## src/rtl/mem_dbg_pkg.sv

```systemverilog
// Shared constants and FSM encoding for the UART debug memory loader.
package mem_dbg_pkg;
  localparam logic [7:0] OP_WR   = 8'h57;
  localparam logic [7:0] OP_RD   = 8'h52;
  localparam logic [7:0] RSP_ACK = 8'h06;
  localparam logic [7:0] RSP_NAK = 8'h15;

  typedef enum logic [3:0] {
    IDLE, ADDR_H, ADDR_L, CNT, WD_H, WD_L, WSTORE, RREQ, RWAIT, TX_H, TX_L, RESP
  } state_t;
endpackage

```

## src/rtl/mem_dbg_loader.sv

```systemverilog
// UART debug loader: parses word-write/read frames, drives the CPU's SW/LW
// memory port while holding the CPU off the bus, and returns data/status bytes.
module mem_dbg_loader
  import mem_dbg_pkg::*;
#(
  parameter int RD_LAT  = 2,
  parameter int TIMEOUT = 65535
) (
  input  logic        i_clk,
  input  logic        i_rst,
  input  logic        i_rx_valid,
  input  logic [7:0]  i_rx_data,
  output logic        o_tx_valid,
  output logic [7:0]  o_tx_data,
  input  logic        i_tx_ready,
  output logic        o_cpu_hold,
  output logic [15:0] o_mem_ad,
  output logic [15:0] o_mem_do,
  output logic        o_mem_sw,
  output logic        o_mem_lw,
  input  logic [15:0] i_mem_di
);
  state_t      st;
  logic        is_wr;
  logic [8:0]  cnt;
  logic [15:0] tmr;
  logic [1:0]  lat;
  logic [7:0]  rd_lo;
  logic        rx_wait;

  // States that expect another frame byte; only these run the timeout.
  assign rx_wait = st inside {ADDR_H, ADDR_L, CNT, WD_H, WD_L};

  always_ff @(posedge i_clk) begin
    if (i_rst) begin
      st         <= IDLE;
      is_wr      <= 1'b0;
      cnt        <= '0;
      tmr        <= '0;
      lat        <= '0;
      rd_lo      <= '0;
      o_tx_valid <= 1'b0;
      o_tx_data  <= '0;
      o_cpu_hold <= 1'b0;
      o_mem_ad   <= '0;
      o_mem_do   <= '0;
      o_mem_sw   <= 1'b0;
      o_mem_lw   <= 1'b0;
    end else begin
      o_mem_sw <= 1'b0;
      if (rx_wait && !i_rx_valid) tmr <= tmr + 16'd1;
      else                        tmr <= '0;

      case (st)
        IDLE: if (i_rx_valid) begin
          if (i_rx_data == OP_WR || i_rx_data == OP_RD) begin
            is_wr      <= (i_rx_data == OP_WR);
            o_cpu_hold <= 1'b1;
            st         <= ADDR_H;
          end else begin
            o_tx_valid <= 1'b1;
            o_tx_data  <= RSP_NAK;
            st         <= RESP;
          end
        end
        ADDR_H: if (i_rx_valid) begin
          o_mem_ad[15:8] <= i_rx_data;
          st             <= ADDR_L;
        end
        ADDR_L: if (i_rx_valid) begin
          o_mem_ad[7:0] <= {i_rx_data[7:1], 1'b0};
          st            <= CNT;
        end
        CNT: if (i_rx_valid) begin
          cnt <= {(i_rx_data == 8'h00), i_rx_data};
          if (is_wr) st <= WD_H;
          else begin
            o_mem_lw <= 1'b1;
            lat      <= '0;
            st       <= RREQ;
          end
        end
        WD_H: if (i_rx_valid) begin
          o_mem_do[15:8] <= i_rx_data;
          st             <= WD_L;
        end
        WD_L: if (i_rx_valid) begin
          o_mem_do[7:0] <= i_rx_data;
          o_mem_sw      <= 1'b1;
          st            <= WSTORE;
        end
        WSTORE: begin
          o_mem_ad <= o_mem_ad + 16'd2;
          cnt      <= cnt - 9'd1;
          if (cnt == 9'd1) begin
            o_tx_valid <= 1'b1;
            o_tx_data  <= RSP_ACK;
            st         <= RESP;
          end else st <= WD_H;
        end
        RREQ, RWAIT: begin
          if (lat == 2'(RD_LAT - 1)) begin
            o_mem_lw   <= 1'b0;
            rd_lo      <= i_mem_di[7:0];
            o_tx_valid <= 1'b1;
            o_tx_data  <= i_mem_di[15:8];
            st         <= TX_H;
          end else begin
            lat <= lat + 2'd1;
            st  <= RWAIT;
          end
        end
        TX_H: if (i_tx_ready) begin
          o_tx_data <= rd_lo;
          st        <= TX_L;
        end
        TX_L: if (i_tx_ready) begin
          o_tx_valid <= 1'b0;
          o_mem_ad   <= o_mem_ad + 16'd2;
          cnt        <= cnt - 9'd1;
          if (cnt == 9'd1) begin
            o_cpu_hold <= 1'b0;
            st         <= IDLE;
          end else begin
            o_mem_lw <= 1'b1;
            lat      <= '0;
            st       <= RREQ;
          end
        end
        RESP: if (i_tx_ready) begin
          o_tx_valid <= 1'b0;
          o_cpu_hold <= 1'b0;
          st         <= IDLE;
        end
        default: st <= IDLE;
      endcase

      // Host went silent mid-frame: abandon it and report NAK.
      if (rx_wait && !i_rx_valid && tmr == 16'(TIMEOUT - 1)) begin
        tmr        <= '0;
        o_tx_valid <= 1'b1;
        o_tx_data  <= RSP_NAK;
        st         <= RESP;
      end
    end
  end
endmodule

```

## config.mk

```make
export PLATFORM = sky130hd
export DESIGN_NAME = mem_dbg_loader
export DESIGN_NICKNAME = d
export VERILOG_FILES = /design/src/rtl/mem_dbg_pkg.sv /design/src/rtl/mem_dbg_loader.sv
export SDC_FILE = /design/constraint.sdc
export NUM_CORES = 1
export LEC_CHECK = 0
export CAP_MARGIN = 20
export CORE_ASPECT_RATIO = 0.6
export CORE_MARGIN = 2
export CORE_UTILIZATION = 30
export DETAILED_ROUTE_END_ITERATION = 10
export HOLD_SLACK_MARGIN = 0.03
export PLACE_DENSITY_LB_ADDON = 0.12
export SKIP_CTS_REPAIR_TIMING = 1
export SYNTH_ARGS = -nofsm -noshare
export SYNTH_HDL_FRONTEND = slang
export SYNTH_SLANG_ARGS = --single-unit
export TNS_END_PERCENT = 5
```

## constraint.sdc

```tcl
create_clock -name i_clk -period 6.65 [get_ports i_clk]
set_clock_uncertainty 0.2 [all_clocks]
set_input_delay 0.9975 -clock i_clk [delete_from_list [all_inputs] [get_ports i_clk]]
set_output_delay 0.9975 -clock i_clk [all_outputs]
set_load 0.02 [all_outputs]
```

=== Yosys cells after proc, flatten, opt, wreduce, memory -nomap -nowiden ===
Index checks and enable logic that the tools add are counted.

* Flip-flop bits (word level): 84
* Input port bits: 28
* Output and inout bits: 44
* Word-level logic and storage cells: 160

* Add/sub/neg operators: 4
* Equality and inequality tests: 46
* Muxes and demuxes: 56
* Bitwise gates (word level): 2
* Reduce and logical (&&, ||, !) cells: 35

{| class="wikitable"
|+ Operator list
! kind !! number
|-
| $mux 8 || 7
|-
| $mux 4 || 12
|-
| $pmux 8 s3 || 2
|-
| $pmux 4 s11 || 1
|-
| $reduce_and 6->1 || 6
|-
| $ne 2x2->1 const B || 17
|-
| $pmux 8 s4 || 1
|-
| $pmux 9 s3 || 1
|-
| $ne 3x3->1 const B || 7
|-
| $mux 9 || 2
|-
| $reduce_and 9->1 || 2
|-
| $mux 1 || 17
|-
| $add 16x1->16 const B || 1
|-
| $add 16x2->16 const B || 1
|-
| $eq 16x16->1 const B || 1
|-
| $eq 4x3->1 const B || 4
|-
| $eq 4x4->1 const B || 4
|-
| $eq 8x7->1 const B || 2
|-
| $mux 16 || 1
|-
| $ne 3x2->1 const B || 5
|-
| $reduce_bool 3->1 || 5
|-
| $reduce_bool 5->1 || 3
|-
| $mux 2 || 6
|-
| $reduce_and 3->1 || 4
|-
| other kinds (22) || 31
|}

=== Longest topological paths before layout ===
Gate-level depths: netlist of run 1.

* Depth in word-level cells: 6
* Gate-level depth with buffers: 8
* Gate-level depth less buffers: 7

=== Worst setup path before layout of run 1 ===
OpenSTA, ideal clock, no wires.

* Kind: in2reg
* From: in i_rx_data[3]
* To: reg o_tx_data[0]
* Library setup time: 0.091 ns
* Arrival: 2.305 ns
* Data required time: 6.359 ns
* Slack: 4.054 ns
* Stages on the path: 6
* Buffers on the path: 1
* Path through: or3_1 nor4b_4 a311o_1 buf_6 nor3_1 a311oi_1

* Longest elaborated chain between the ends: 4
* Elaborated cells on any way between the ends: 5
* Classes of those cells: eq/ne (3); reduce/logical (2)

{| class="wikitable"
|+ Ends and longest elaborated chain
! what !! line !! RTL
|-
| from (decl) || mem_dbg_loader.sv:12 || <nowiki>input logic [7:0] i_rx_data,</nowiki>
|-
| $eq 8x7->1 || mem_dbg_loader.sv:56 || <nowiki>if (i_rx_data == OP_WR || i_rx_data == OP_RD) begin</nowiki>
|-
| $logic_or 1x1->1 * || mem_dbg_loader.sv:56 ||
|-
| $ne 3x3->1 (no source line) * || - ||
|-
| $reduce_and 6->1 (no source line) * || - ||
|-
| to (signal assigned) || mem_dbg_loader.sv:106 || <nowiki>o_tx_data <= i_mem_di[15:8];</nowiki>
|-
| to (signal assigned) || mem_dbg_loader.sv:114 || <nowiki>o_tx_data <= rd_lo;</nowiki>
|-
| to (decl) || mem_dbg_loader.sv:14 || <nowiki>output logic [7:0] o_tx_data,</nowiki>
|}

Every way passes the cells marked *; elsewhere a longest branch is shown, timed or not.
A chain may end at the register's enable or synchronous reset.

=== Final worst setup path of run 1 ===
* From: in i_rx_data[5]
* To: reg o_tx_data[0]

The elaborated chain is that of the path after synthesis.

==> results of run 1 <==
[area by class of cell]
| cell class | instances | area [um^2] | area share |
|---|---|---|---|
| clock buffer | 10 | 239 | 0.0427 |
| multi-input combinational | 418 | 2580 | 0.461 |
| tap | 198 | 248 | 0.0443 |
| inverter | 14 | 52.6 | 0.00939 |
| clock inverter | 6 | 71.3 | 0.0127 |
| sequential | 83 | 1660 | 0.297 |
| timing repair buffer | 74 | 746 | 0.133 |
[cells by family after synthesis]
logic type	Yosys count	synth area share
AO/OA/AOI/OAI	160	0.233
XOR/XNOR	16	0.0314
adder cells (fa/ha/maj)	6	0.0168
buffers and inverters	49	0.0504
flip-flops	83	0.372
multiplexers	17	0.0381
other	1	0.000840
AND/OR/NAND/NOR	218	0.257
[synthesized netlist by cell type (8+ instances only)]
cell type,count,area (um^2)
nor4_1,8,50.1
xor2_1,14,123
nor3_1,32,160
dfxtp_1,83,1660
o21ai_0,42,210
nand2_1,31,116
buf_2,12,60.1
inv_1,13,48.8
clkbuf_1,17,63.8
nand4_1,8,50.1
nand3_1,21,105
a211oi_1,9,67.6
nor2_1,65,244
mux2i_1,17,170
a21oi_1,46,230
[power by group through the flow]
| stage | clock network [uW] | registers, uW | logic, uW |
|---|---|---|---|
| after floorplan | 0 | 622 | 292 |
| after global placement | 0 | 602 | 466 |
| after detailed placement | 0 | 602 | 473 |
| after CTS | 543 | 591 | 476 |
| after global routing | 560 | 598 | 524 |
| final | 529 | 592 | 480 |
[metal layers]
layer / vias to the layer above / track usage
li1: 2123 / -
met1: 2095 / 0.267
met2: 132 / 0.226
met3: 5 / 0.0547
met4: 0 / 0.0309
met5: - / 0
[worst min-delay path by stage]
stage	start	end	slack [ns]	cells past startpoint
final	o_mem_do[5]	o_mem_do[5]	0.28	2
after global routing	o_tx_data[2]	o_tx_data[2]	0.30	2
after detailed placement	o_mem_lw	o_mem_lw	0.27	2
after floorplan	lat[0]	lat[0]	0.24	1
after CTS	o_mem_do[5]	o_mem_do[5]	0.28	2
after global placement	lat[0]	lat[0]	0.26	1
[registers in the layout (all words and copies together) (netlist names)]
| name | flops |
|---|---|
| cnt | 9 |
| is_wr | 1 |
| lat | 2 |
| o_cpu_hold | 1 |
| o_mem_ad | 15 |
| o_mem_do | 16 |
| o_mem_lw | 1 |
| o_mem_sw | 1 |
| o_tx_data | 8 |
| o_tx_valid | 1 |
| rd_lo | 8 |
| st | 4 |
| tmr | 16 |
[worst max-delay path, stage by stage]
cell,delay [ns]
clkdlybuf4s50_1,0.58
or3_1,0.52
nor4b_4,0.38
a311o_1,0.39
nor3_1,0.11
a311oi_1,0.25
[per-stage QoR]
| step | power, uW | hold WS [ns] | util | setup WS (ns) | area (um^2) |
|---|---|---|---|---|---|
| global route | 1680 | 0.299 | 0.386 | 3.30 | 5600 |
| floorplan | 914 | 0.244 | - | 4.05 | 4470 |
| CTS | 1610 | 0.276 | 0.386 | 3.47 | 5600 |
| global placement | 1070 | 0.261 | 0.363 | 3.18 | 5260 |
| finish | 1600 | 0.275 | 0.386 | 3.46 | 5600 |
| detailed placement | 1080 | 0.266 | 0.364 | 3.11 | 5290 |
==> metrics.cfg, run 1 <==
[logic_synthesis]
ys_types = 74
synth_cells = 550
ys_seq_area_frac = 0.372
ys_ff_latch = 83
syn_area_per_cell_um2 = 8.12
postSynth.asyncResetShare = 0
syn-cell-area_mm2 = 0.00447
synth_fp_nets = 584
synth_warnings = 0
synth_edf_count = 0
synthFlopType = dfxtp_1

[grt]
track_usage = 0.171
antenna_found_initial = 0
grt_pass1_wl_um = 21500
first_global_vias = 3996
overflow = 0
grt_start_max_net_pins = 63

[finish]
final_common_cell = dfxtp_1
syn2layout_area_growth_pct = 25.3
fillers = 1472
final_cell_mix = dfxtp_1, clkdlybuf4s50_1, nor2_1, a21oi_1, o21ai_0
nets = 634
antenna_cells = 0
final_cells = 803
drive_above_1_share = 0.0612

[timing]
setup_viol = 0
finalCriticalPeriod_ns = 3.19
slew_violations = 0
slew_headroom = 0.380
fin_tns_setup_ns = 0
tightest_slew_ns = 0.928
fin_crit_sh = 0.480
finalHoldViolCount = 0
rsz0062_at_grt = false
max_clock_freq_mhz = 313

[clocking]
cts_buffers = 9
cts-root-buf = clkbuf_16
worstSkewPairLatency_ns = 0.34
clkSinkCount = 83
clk_pin_slew_ns = 0.07
htreeDepth = 3
cts_tree = built
clock_path_buffers = 2

[placement]
io_buffer_count = 70
place_inst = 787
dp_hpwl_um = 9640
gp_congestion = 0.820

[worst_setup_path]
r2r_start = st[1]
cp.required_ns = 6.70
cp-endpoint = o_tx_data[0]
critPathLaunch = i_rx_data[5]
crit_arrival_ns = 3.24
r2r-end = o_mem_ad[12]
rr_worst_depth = 6
start_kind = primary input
crit_type = in2reg
ff2ff_setup_slack_ns = 3.61
critPathMaxFanout = 9
end_kind = register

[routing]
drc = 0
wl_met3_um = 905
wl_met1_um = 7360
avgViaCountPerCell = 5.42
firstDrtPassIters = 5
drt-initial-drc-count = 351
via_count = 4355
wl_um = 13600
wl_per_cell_um = 17.0
ant_nets = 0
wl_met2_um = 5280
top_layer = met4

[die]
die_w_um = 162
start_util = 0.308
dieArea_mm2 = 0.0159
core_region_area_mm2 = 0.0145
num_io_pins = 72
die_h_um = 98.5
rows = 34

[power_and_ir_drop]
power_leakage_uw = 0.00186
ir_worst_vdd_mv = 0.138
p_int_uw = 1040
switchingPower_uw = 563
switching_share = 0.352
power_per_cell_area_mw_per_mm2 = 286
p_comb_frac = 0.300
pwr-share-clk = 0.331
pwr-share-seq = 0.370

[flow_run]
maxCapViolCount = 0

[status]
status = finished, final reports clean

[hold_path]
hp-class = reg2reg

No activity file was read; power rests on OpenSTA's default activity.
==> run 2: changes to the inputs <==
==> constraint.sdc (replaced) <==
create_clock -name i_clk -period 3.2 [get_ports i_clk]
set_clock_uncertainty 0.2 [all_clocks]
set_input_delay 0.48 -clock i_clk [delete_from_list [all_inputs] [get_ports i_clk]]
set_output_delay 0.48 -clock i_clk [all_outputs]
set_load 0.02 [all_outputs]
==> metrics.cfg, run 2 (synthesized netlist as in run 1, its figures left out) <==
[grt]
grt_start_max_net_pins = 37  ; -41%
track_usage = 0.175  ; +0.00410
grt_pass1_wl_um = 22100  ; +2.7%
antenna_found_initial = 0  ; unchanged
first_global_vias = 4130  ; +3.4%
overflow = 0  ; unchanged

[finish]
multi_input_area_mm2 = 0.00258  ; unchanged
final_cell_mix = dfxtp_1, clkdlybuf4s50_1, nor2_1, a21oi_1, o21ai_0
fillers = 1446  ; -1.8%
final_cells = 819  ; +2.0%
final_common_cell = dfxtp_1
drive_above_1_share = 0.0853  ; +0.0242
syn2layout_area_growth_pct = 27.9
regArea_mm2 = 0.00166  ; unchanged
top_regs = o_mem_do (16), tmr (16), o_mem_ad (15)
antenna_cells = 0  ; unchanged
nets = 650  ; +2.5%

[routing]
ant_nets = 0  ; unchanged
via_count = 4422  ; +1.5%
drc = 0  ; unchanged
wl_per_cell_um = 17.0  ; about the same
avgViaCountPerCell = 5.40  ; -0.45%
drt-initial-drc-count = 352  ; +0.28%
wl_um = 13900  ; +1.9%
firstDrtPassIters = 5  ; unchanged

[worst_setup_path]
cpPeakStageDelay_ns = 0.81  ; +0.23 ns
cp.required_ns = 3.25  ; -3.45 ns
crit_arrival_ns = 2.78  ; -0.46 ns
start_kind = register
end_kind = register
crit_chain = or4b_1 > a21oi_2 > a311o_1 > nor3_1 > a311oi_1
crit_type = reg2reg
critPathMaxFanout = 23  ; +14
cp_slowest_cell = dfxtp_1

[die]
num_io_pins = 72  ; unchanged
rows = 34  ; unchanged
die_w_um = 162  ; unchanged
start_util = 0.308  ; unchanged
die_h_um = 98.5  ; unchanged
core_region_area_mm2 = 0.0145  ; unchanged
dieArea_mm2 = 0.0159  ; unchanged

[power_and_ir_drop]
p_comb_frac = 0.296  ; -0.004
pwr-share-seq = 0.370  ; about the same
ir_worst_vdd_mv = 0.229  ; +65%
power_per_cell_area_mw_per_mm2 = 593  ; +110%
switching_share = 0.358  ; +0.00624
switchingPower_uw = 1210  ; +120%
p_int_uw = 2170  ; +110%
pwr-share-clk = 0.334  ; +0.003
power_leakage_uw = 0.00195  ; +4.5%

[hold_path]
hp-class = reg2reg

[timing]
tightest_slew_ns = 0.768  ; -0.160 ns
setup_viol = 0  ; unchanged
fin_crit_sh = 0.851
rsz0062_at_grt = false
max_clock_freq_mhz = 367
slew_headroom = 0.487  ; +0.107
slew_violations = 0  ; unchanged
finalCriticalPeriod_ns = 2.72
fin_tns_setup_ns = 0  ; unchanged
finalHoldViolCount = 0  ; unchanged

[status]
status = finished, final reports clean

[clocking]
clk_pin_slew_ns = 0.08  ; about the same
worstSkewPairLatency_ns = 0.35  ; about the same
cts-root-buf = clkbuf_16
cts_buffers = 9  ; unchanged
clkSinkCount = 83  ; unchanged
cts_tree = built
htreeDepth = 3  ; unchanged
clock_path_buffers = 2  ; unchanged

[flow_run]
maxCapViolCount = 0  ; unchanged

[placement]
place_inst = 803  ; +2.0%
io_buffer_count = 70  ; unchanged
gp_congestion = 0.818  ; -0.20%
dp_hpwl_um = 10100  ; +4.9%

run 2: changes by cell type in the layout (fill, tap and decap cells not counted):
cell,delta
inv_6,+2
clkinvlp_4,-2
buf_4,+16
buf_16,-1
inv_8,+2
clkbuf_8,-1
buf_12,+1
clkinv_4,-1
run 2: power groups by stage:
stage	combinational (uW)	clock, uW	sequential (uW)
after floorplan	607	0	1290
after detailed placement	989	0	1280
after global routing	1090	1190	1270
after global placement	983	0	1270
after CTS	994	1150	1250
final	1000	1130	1250
run 2: through the flow:
stage / hold slack, ns / worst slack (ns) / power [uW] / utilization / cell area, um^2
2_1_floorplan: 0.244 / 1.09 / 1900 / - / 4470
3_3_place_gp: 0.261 / 0.372 / 2260 / 0.372 / 5400
3_5_place_dp: 0.276 / 0.261 / 2270 / 0.372 / 5400
4_1_cts: 0.290 / 0.498 / 3400 / 0.394 / 5710
5_1_grt: 0.316 / 0.259 / 3550 / 0.394 / 5710
6_report: 0.282 / 0.475 / 3390 / 0.394 / 5710
run 2: worst max-delay path, delay by kind of cell, from the launching register on:
kind,cells,cell delay [ns]
flip-flops,1,0.81
AO/OA/AOI/OAI,3,0.94
AND/OR/NAND/NOR,2,0.67
run 2: final timing paths:
kind	startpoint	to	slack, ns	cells after the start
max	st[3]	o_tx_data[0]	0.48	5
max reg2reg	st[3]	o_tx_data[0]	0.48	5
min reg2reg	o_mem_do[5]	o_mem_do[5]	0.28	2
min	o_mem_do[5]	o_mem_do[5]	0.28	2
run 2: layer usage:
layer  global-route usage  up-vias  routed length (um)
met5                    0        -                   0
met2                0.231      122                5360
met3               0.0408        9                 750
li1                     -     2156                   -
met4               0.0350        0                  95
met1                0.281     2135                7690
run 2: final cells by class:
class,count,area share
Inverter,14,0.00920
Multi-Input combinational cell,418,0.452
Tap cell,198,0.0434
Sequential cell,83,0.291
Clock inverter,7,0.0153
Timing Repair Buffer,90,0.150
Clock buffer,9,0.0394
